[src/rtl/spike_interval_decoder.sv]
// rtl/spike_interval_decoder.sv - measures clk-cycle intervals between synchronized spike rising edges
// Output is a one-deep valid/ready holding register with a sticky overrun flag.
module spike_interval_decoder #(
  parameter int CNT_W       = 16,
  parameter int SYNC_STAGES = 2
) (
  input  logic             clk,
  input  logic             rst_n,
  input  logic             spike_in,
  input  logic             enable,
  input  logic             clr_flags,
  input  logic             isi_ready,
  output logic [CNT_W-1:0] isi_value,
  output logic             isi_valid,
  output logic             timeout,
  output logic             overrun,
  output logic [7:0]       spike_count
);

  localparam logic [CNT_W-1:0] CNT_MAX = '1;
  localparam logic [CNT_W-1:0] CNT_ONE = CNT_W'(1);

  typedef enum logic {IDLE, MEASURE} state_t;

  state_t                 state;
  logic [CNT_W-1:0]       cnt;
  logic [SYNC_STAGES-1:0] sync_q;
  logic                   edge_q;
  logic                   evt;
  logic                   meas_fire;
  logic                   meas_drop;

  // evt is registered so it lands SYNC_STAGES+1 edges after the spike_in rise.
  always_ff @(posedge clk or negedge rst_n) begin
    if (!rst_n) begin
      sync_q <= '0;
      edge_q <= 1'b0;
      evt    <= 1'b0;
    end else begin
      sync_q <= {sync_q[SYNC_STAGES-2:0], spike_in};
      edge_q <= sync_q[SYNC_STAGES-1];
      evt    <= sync_q[SYNC_STAGES-1] & ~edge_q;
    end
  end

  always_comb begin
    meas_fire = enable && (state == MEASURE) && evt;
    meas_drop = meas_fire && isi_valid && !isi_ready;
  end

  always_ff @(posedge clk or negedge rst_n) begin
    if (!rst_n) begin
      state   <= IDLE;
      cnt     <= '0;
      timeout <= 1'b0;
    end else begin
      timeout <= 1'b0;
      if (!enable) begin
        state <= IDLE;
        cnt   <= '0;
      end else begin
        case (state)
          IDLE: begin
            if (evt) begin
              state <= MEASURE;
              cnt   <= CNT_ONE;
            end
          end
          MEASURE: begin
            if (evt) begin
              cnt <= CNT_ONE;
            end else if (cnt == CNT_MAX) begin
              // Saturated: forget the open interval so the next spike restarts it.
              timeout <= 1'b1;
              state   <= IDLE;
              cnt     <= '0;
            end else begin
              cnt <= cnt + CNT_ONE;
            end
          end
          default: begin
            state <= IDLE;
            cnt   <= '0;
          end
        endcase
      end
    end
  end

  always_ff @(posedge clk or negedge rst_n) begin
    if (!rst_n) begin
      isi_value <= '0;
      isi_valid <= 1'b0;
    end else if (meas_fire && (!isi_valid || isi_ready)) begin
      isi_value <= cnt;
      isi_valid <= 1'b1;
    end else if (isi_valid && isi_ready) begin
      isi_valid <= 1'b0;
    end
  end

  // A drop in the same cycle as clr_flags must still leave the flag set.
  always_ff @(posedge clk or negedge rst_n) begin
    if (!rst_n) begin
      overrun <= 1'b0;
    end else if (meas_drop) begin
      overrun <= 1'b1;
    end else if (clr_flags) begin
      overrun <= 1'b0;
    end
  end

  always_ff @(posedge clk or negedge rst_n) begin
    if (!rst_n) begin
      spike_count <= 8'd0;
    end else if (evt && enable) begin
      spike_count <= spike_count + 8'd1;
    end
  end

endmodule
[config.mk]
export PLATFORM = sky130hd
export DESIGN_NAME = spike_interval_decoder
export DESIGN_NICKNAME = d
export VERILOG_FILES = /design/src/rtl/spike_interval_decoder.sv
export SDC_FILE = /design/constraint.sdc
export NUM_CORES = 1
export LEC_CHECK = 0
export CORE_ASPECT_RATIO = 0.5
export CORE_MARGIN = 5
export CORE_UTILIZATION = 57
export DETAILED_ROUTE_END_ITERATION = 7
export GPL_TIMING_DRIVEN = 0
export HOLD_SLACK_MARGIN = 0.05
export PLACE_DENSITY_LB_ADDON = 0.05
export SYNTH_ARGS = -nofsm -noshare
export SYNTH_HDL_FRONTEND = slang
export SYNTH_SLANG_ARGS = --single-unit
[constraint.sdc]
create_clock -name clk -period 3.2 [get_ports clk]
set_clock_uncertainty 0.05 [all_clocks]
set_input_delay 0.64 -clock clk [delete_from_list [all_inputs] [get_ports clk]]
set_output_delay 0.64 -clock clk [all_outputs]
set_load 0.02 [all_outputs]
==> results of run 1 <==
metal layers:
layer / vias to the layer above / GRT usage / routed length [um]
met3: 4 / 0.0597 / 266
li1: 734 / - / -
met2: 48 / 0.319 / 2000
met5: - / 0 / 0
met1: 767 / 0.271 / 2070
met4: 0 / 0.0613 / 34
cell families (layout without fill, tap and decap cells):
| family | count (synthesis) | count (layout) |
|---|---|---|
| flip-flops | 48 | 48 |
| XOR/XNOR | 12 | 12 |
| AO/OA/AOI/OAI | 27 | 27 |
| AND/OR/NAND/NOR | 60 | 60 |
| adder cells (fa/ha/maj) | 2 | 2 |
| buffers and inverters | 16 | 57 |
| multiplexers | 17 | 17 |
registers in the layout (all words and copies together) (netlist names):
register     count
isi_valid        1
timeout          1
spike_count      8
cnt             16
sync_q           2
overrun          1
state            1
isi_value       16
evt              1
edge_q           1
worst max-delay path, delay by kind of cell:
family,cells,cell delay [ns]
and+or+nand+nor,2,0.34
muxes,1,0.37
buffers and inverters,4,1.43
power by group through the flow:
stage	registers, mW	logic (mW)	clock network [mW]
2_1_floorplan	0.732	0.0531	0
3_3_place_gp	0.693	0.187	0
3_5_place_dp	0.698	0.201	0
4_1_cts	0.686	0.203	0.452
5_1_grt	0.692	0.214	0.482
6_report	0.686	0.200	0.450
synth_stat cells, drive strengths merged (2+ instances only):
| cell type | number |
|---|---|
| a21oi | 10 |
| and3 | 4 |
| buf | 3 |
| clkbuf | 6 |
| dfrtp | 48 |
| ha | 2 |
| inv | 6 |
| mux2 | 17 |
| nand2 | 15 |
| nand2b | 2 |
| nand3 | 6 |
| nand4 | 4 |
| nor2 | 5 |
| nor2b | 3 |
| nor3 | 3 |
| nor4 | 2 |
| o2111ai | 3 |
| o21ai | 4 |
| o311ai | 3 |
| or3 | 3 |
| or4 | 9 |
| xnor2 | 8 |
| xor2 | 4 |
per-stage QoR:
step                utilization  cell area [um^2]
CTS                       0.751              2620
global placement          0.713              2490
floorplan                     -              2110
detailed placement        0.718              2500
finish                    0.751              2620
global route              0.751              2620
cell type report:
class | instances | area [um^2]
Sequential cell | 48 | 1200
Fill cell | 237 | 870
Multi-Input combinational cell | 118 | 835
Timing Repair Buffer | 33 | 335
Clock buffer | 5 | 68.8
Tap cell | 51 | 63.8
Clock inverter | 3 | 47.5
Buffer | 9 | 43.8
Inverter | 7 | 26.3
path summary, 6_finish.rpt:
path | endpoint
setup / recovery | isi_value[13]
hold / removal | spike_count[1]
setup reg to reg | cnt[13]
hold reg to reg | sync_q[1]
max in group asynchronous | cnt[6]
min in group clk | sync_q[1]
==> flow_metrics.tcl, run 1 <==
set metrics [dict create \
    reg2reg_from "cnt[0]" \
    synth-compound-area-share 0.0826 \
    synthCells 182 \
    critPathLaunchType "input port" \
    grt_pass1_wl_mm 7.62 \
    setup_violations 0 \
    ctsResizeCount 0 \
    synth-simple-area-share 0.161 \
    dp.cells 266 \
    fin_ws_ns 0.559 \
    cpPeakStageDelay_ns 0.53 \
    coreArea_um2 3490 \
    wl_per_cell_um 16.0 \
    fin_crit_ns 2.64 \
    dieArea_um2 5080 \
    final_cell_mix "dfrtp_1, clkdlybuf4s50_1, mux2_2" \
    p_leak_nw 1.10 \
    ir_worst_vdd_mv 0.261 \
    viasPerCell 5.67 \
    finalPower_mw 1.34 \
    timing.final.crit_share 0.825 \
    synthXorXnorAreaFrac 0.0499 \
    tns_ns 0 \
    clock-sinks 48 \
    rsz0062_at_grt "no" \
    synth.cell_area_um2 2110 \
    powerDensity_nw_per_um2 510 \
    syn_to_final_growth_pct 24.5 \
    swShare 0.269 \
    postCtsSetupRepairBufs 0 \
    min_path_type "in -> async" \
    synth_flop_cell "dfrtp_1" \
    cts_hold_buf 0 \
    cp_common_cell "clkbuf_1" \
    synth_enable_flop_cells 0 \
    path_max_fanout 10 \
    io_pins 33 \
    drv_cap 0 \
    drtAntennaViolNets 0 \
    ys_seq_area_frac 0.570 \
    critical_path_class "in -> reg" \
    vias 1553 \
    grt_start_max_net_pins 27 \
    routabilityCongestion 0.875 \
    fp.dieW_um 96.0 \
    die_y_um 53.0 \
    grt_pass1_vias 1571 \
    finalHoldWorstSlack_ns 0.258 \
    clkPwrFrac 0.337 \
    grt_overflow 0 \
    synth_mux_area_frac 0.0909 \
    dp_slack_ns 0.254 \
    antenna_found_initial 0 \
    root_buffer "clkbuf_8" \
    dr.pass1.iters 4 \
    initial_utilization 0.603 \
    final_common_cell "dfrtp_1" \
    p_switching_mw 0.359 \
    seq_power_share 0.514 \
    post-dp-hpwl_mm 3.10 \
    ys_ff_latch 48 \
    cts_tree "built" \
    totalWireLength_mm 4.37 \
    clk-insertion-delay-late_ns 0.30 \
    reg2reg_slack_ns 0.90 \
    ys_async_sr_fraction 1.00 \
    drive_gt1_frac 0.157 \
    nets 230 \
    end_kind "flip-flop" \
    synth_top_family_by_area "simple AND/OR/NAND/NOR gates" \
    cts_max_path_buffers 2 \
    row_count 15 \
    p_int_mw 0.977 \
    cpMaxStageDelayCell "clkdlybuf4s50_1" \
    clock.fmax_ghz 0.379 \
    combinationalPowerShare 0.150 \
    synth_nets 190 \
    hold_violations 0 \
    drt-initial-drc-count 99 \
    critical_path_arrival_ns 2.78 \
    yosys.area.top_type_share 0.570 \
    cts-buffers-inserted 5 \
    max_slew.worst_pin.slew_ns 0.549 \
    synth_area_leaders "dfrtp_1, mux2_2, xnor2_1, or4_1, nand2_1" \
    grt_usage 0.202 \
    r2r_cells 6 \
    io_buffers 32 \
    antenna_cells 0 \
    clkTransAtPathRegs_ns 0.09 \
    outcome "complete, no violations" \
    yosysWarningCount 0 \
    synth_fa_ha_area_frac 0.0119 \
    drv_slew 0 \
    yosysTopAreaCell "dfrtp_1" \
    synth_cell_types 40 \
    slew_headroom 0.634 \
    cp.required_ns 3.34 \
    htreeDepth 2 \
    avgSynthCellArea_um2 11.6 \
    drc 0 \
    fin_cells 274 \
    path_cells "clkdlybuf4s50_1 > and2_1 > clkbuf_1 > and3_1 > clkbuf_1 > buf_2 > mux2_2" \
    startpoint "enable" \
]
Power figures use the tool's default switching activity.
==> run 2: changes to the inputs <==
- CORE_UTILIZATION: 57 -> 53
- clock period: 3.2 -> 2.65 ns (I/O delays scaled with it)
==> flow_metrics.tcl, run 2 (same netlist as run 1, synthesis figures left out) <==
set metrics [dict create \
    rsz0062_at_grt "no" \
    final_common_cell "dfrtp_1" \
    dr.pass1.iters 4 \
    fin_cells 277 \
    fp.dieW_um 99.1 \
    powerDensity_nw_per_um2 636 \
    critical_path_class "in -> reg" \
    drtAntennaViolNets 0 \
    grt_usage 0.168 \
    max_slew.worst_pin.slew_ns 0.488 \
    wl_per_cell_um 14.9 \
    path_max_fanout 10 \
    largest_registers "cnt: 16 flops, isi_value: 16 flops, spike_count: 8 flops" \
    clk-insertion-delay-late_ns 0.30 \
    hold_violations 0 \
    cts-buffers-inserted 5 \
    clock.fmax_ghz 0.416 \
    cp.required_ns 2.78 \
    routed.top_layer "met4" \
    fin_crit_ns 2.40 \
    vias 1537 \
    p_leak_nw 1.11 \
    wl_met2_mm 1.81 \
    final_cell_mix "dfrtp_1, clkdlybuf4s50_1, mux2_2" \
    end_kind "flip-flop" \
    setup_violations 0 \
    wl_met3_um 230 \
    root_buffer "clkbuf_8" \
    drt-initial-drc-count 71 \
    outcome "complete, no violations" \
    dp.cells 269 \
    grt_pass1_wl_mm 6.94 \
    viasPerCell 5.55 \
    ir_worst_vdd_mv 0.307 \
    ctsResizeCount 0 \
    syn_to_final_growth_pct 26.0 \
    io_buffers 32 \
    coreArea_um2 3860 \
    critical_path_arrival_ns 2.54 \
    drive_gt1_frac 0.157 \
    post-dp-hpwl_mm 2.98 \
    grt_overflow 0 \
    totalWireLength_mm 4.14 \
    initial_utilization 0.545 \
    antenna_found_initial 0 \
    grt_pass1_vias 1448 \
    die_y_um 54.6 \
    timing.final.crit_share 0.907 \
    nFillCells 284 \
    drv_slew 0 \
    htreeDepth 2 \
    routabilityCongestion 0.792 \
    antenna_cells 0 \
    postCtsSetupRepairBufs 0 \
    dieArea_um2 5410 \
    drc 0 \
    slew_headroom 0.675 \
    io_pins 33 \
    finalPower_mw 1.69 \
    min_path_type "reg -> reg" \
    cts_tree "built" \
    critPathLaunchType "input port" \
    nets 230 \
    drv_cap 0 \
    clkTransAtPathRegs_ns 0.09 \
    clock-sinks 48 \
    cts_max_path_buffers 2 \
    wl_met1_mm 2.07 \
    row_count 16 \
    grt_start_max_net_pins 42 \
]
==> run 2: power breakdown <==
group          switching (mW)  leakage, nW  total (mW)  internal, mW
sequential             0.0501        0.652       0.828         0.778
combinational           0.118        0.393       0.234         0.116
clock                   0.247       0.0687       0.626         0.380
==> run 2: per-layer routing <==
metal | GRT usage | vias up
li1 | - | 736
met1 | 0.222 | 754
met2 | 0.271 | 43
met3 | 0.0483 | 4
met4 | 0.0567 | 0
met5 | 0 | -
==> run 2: cell type report <==
class / count / area, um^2 / area share
Buffer: 8 / 40.0 / 0.0151
Clock buffer: 5 / 68.8 / 0.0259
Clock inverter: 3 / 68.8 / 0.0259
Inverter: 7 / 26.3 / 0.00991
Multi-Input combinational cell: 118 / 835 / 0.315
Sequential cell: 48 / 1200 / 0.453
Tap cell: 54 / 67.6 / 0.0255
Timing Repair Buffer: 34 / 345 / 0.130
==> run 2: final timing paths <==
kind                       startpoint             end  slack, ns  cells past startpoint
setup / recovery               enable    isi_value[7]       0.25                      6
max in group asynchronous       rst_n    isi_value[8]       1.54                      3
setup reg to reg               cnt[2]         cnt[15]       0.38                      6
hold reg to reg             sync_q[0]       sync_q[1]       0.31                      0
min in group asynchronous       rst_n  spike_count[0]       0.55                      2
hold / removal              sync_q[0]       sync_q[1]       0.31                      0
==> run 2: stage by stage <==
step                 util  setup WS (ns)  hold slack, ns  instance area [um^2]  setup TNS [ns]
floorplan               -          0.604           0.184                  2110               0
global placement    0.645         -0.317           0.284                  2490          -16.74
detailed placement  0.649         -0.208           0.286                  2510           -2.00
CTS                 0.688          0.115           0.306                  2660               0
global route        0.687          0.105           0.324                  2650               0
finish              0.687          0.247           0.305                  2650               0
==> run 2: what timing repair did <==
| item | in CTS | in global routing |
|---|---|---|
| hold endpoints to repair | 7 | 0 |
| hold buffers | 1 | 0 |
| setup endpoints to repair | 0 | 10 |
==> run 2: worst max-delay path, cell delays in order <==
cell and delay, ns:
clkdlybuf4s50_1 0.53, and2_1 0.15, clkbuf_1 0.26, and3_1 0.38, buf_2 0.31, mux2_2 0.37
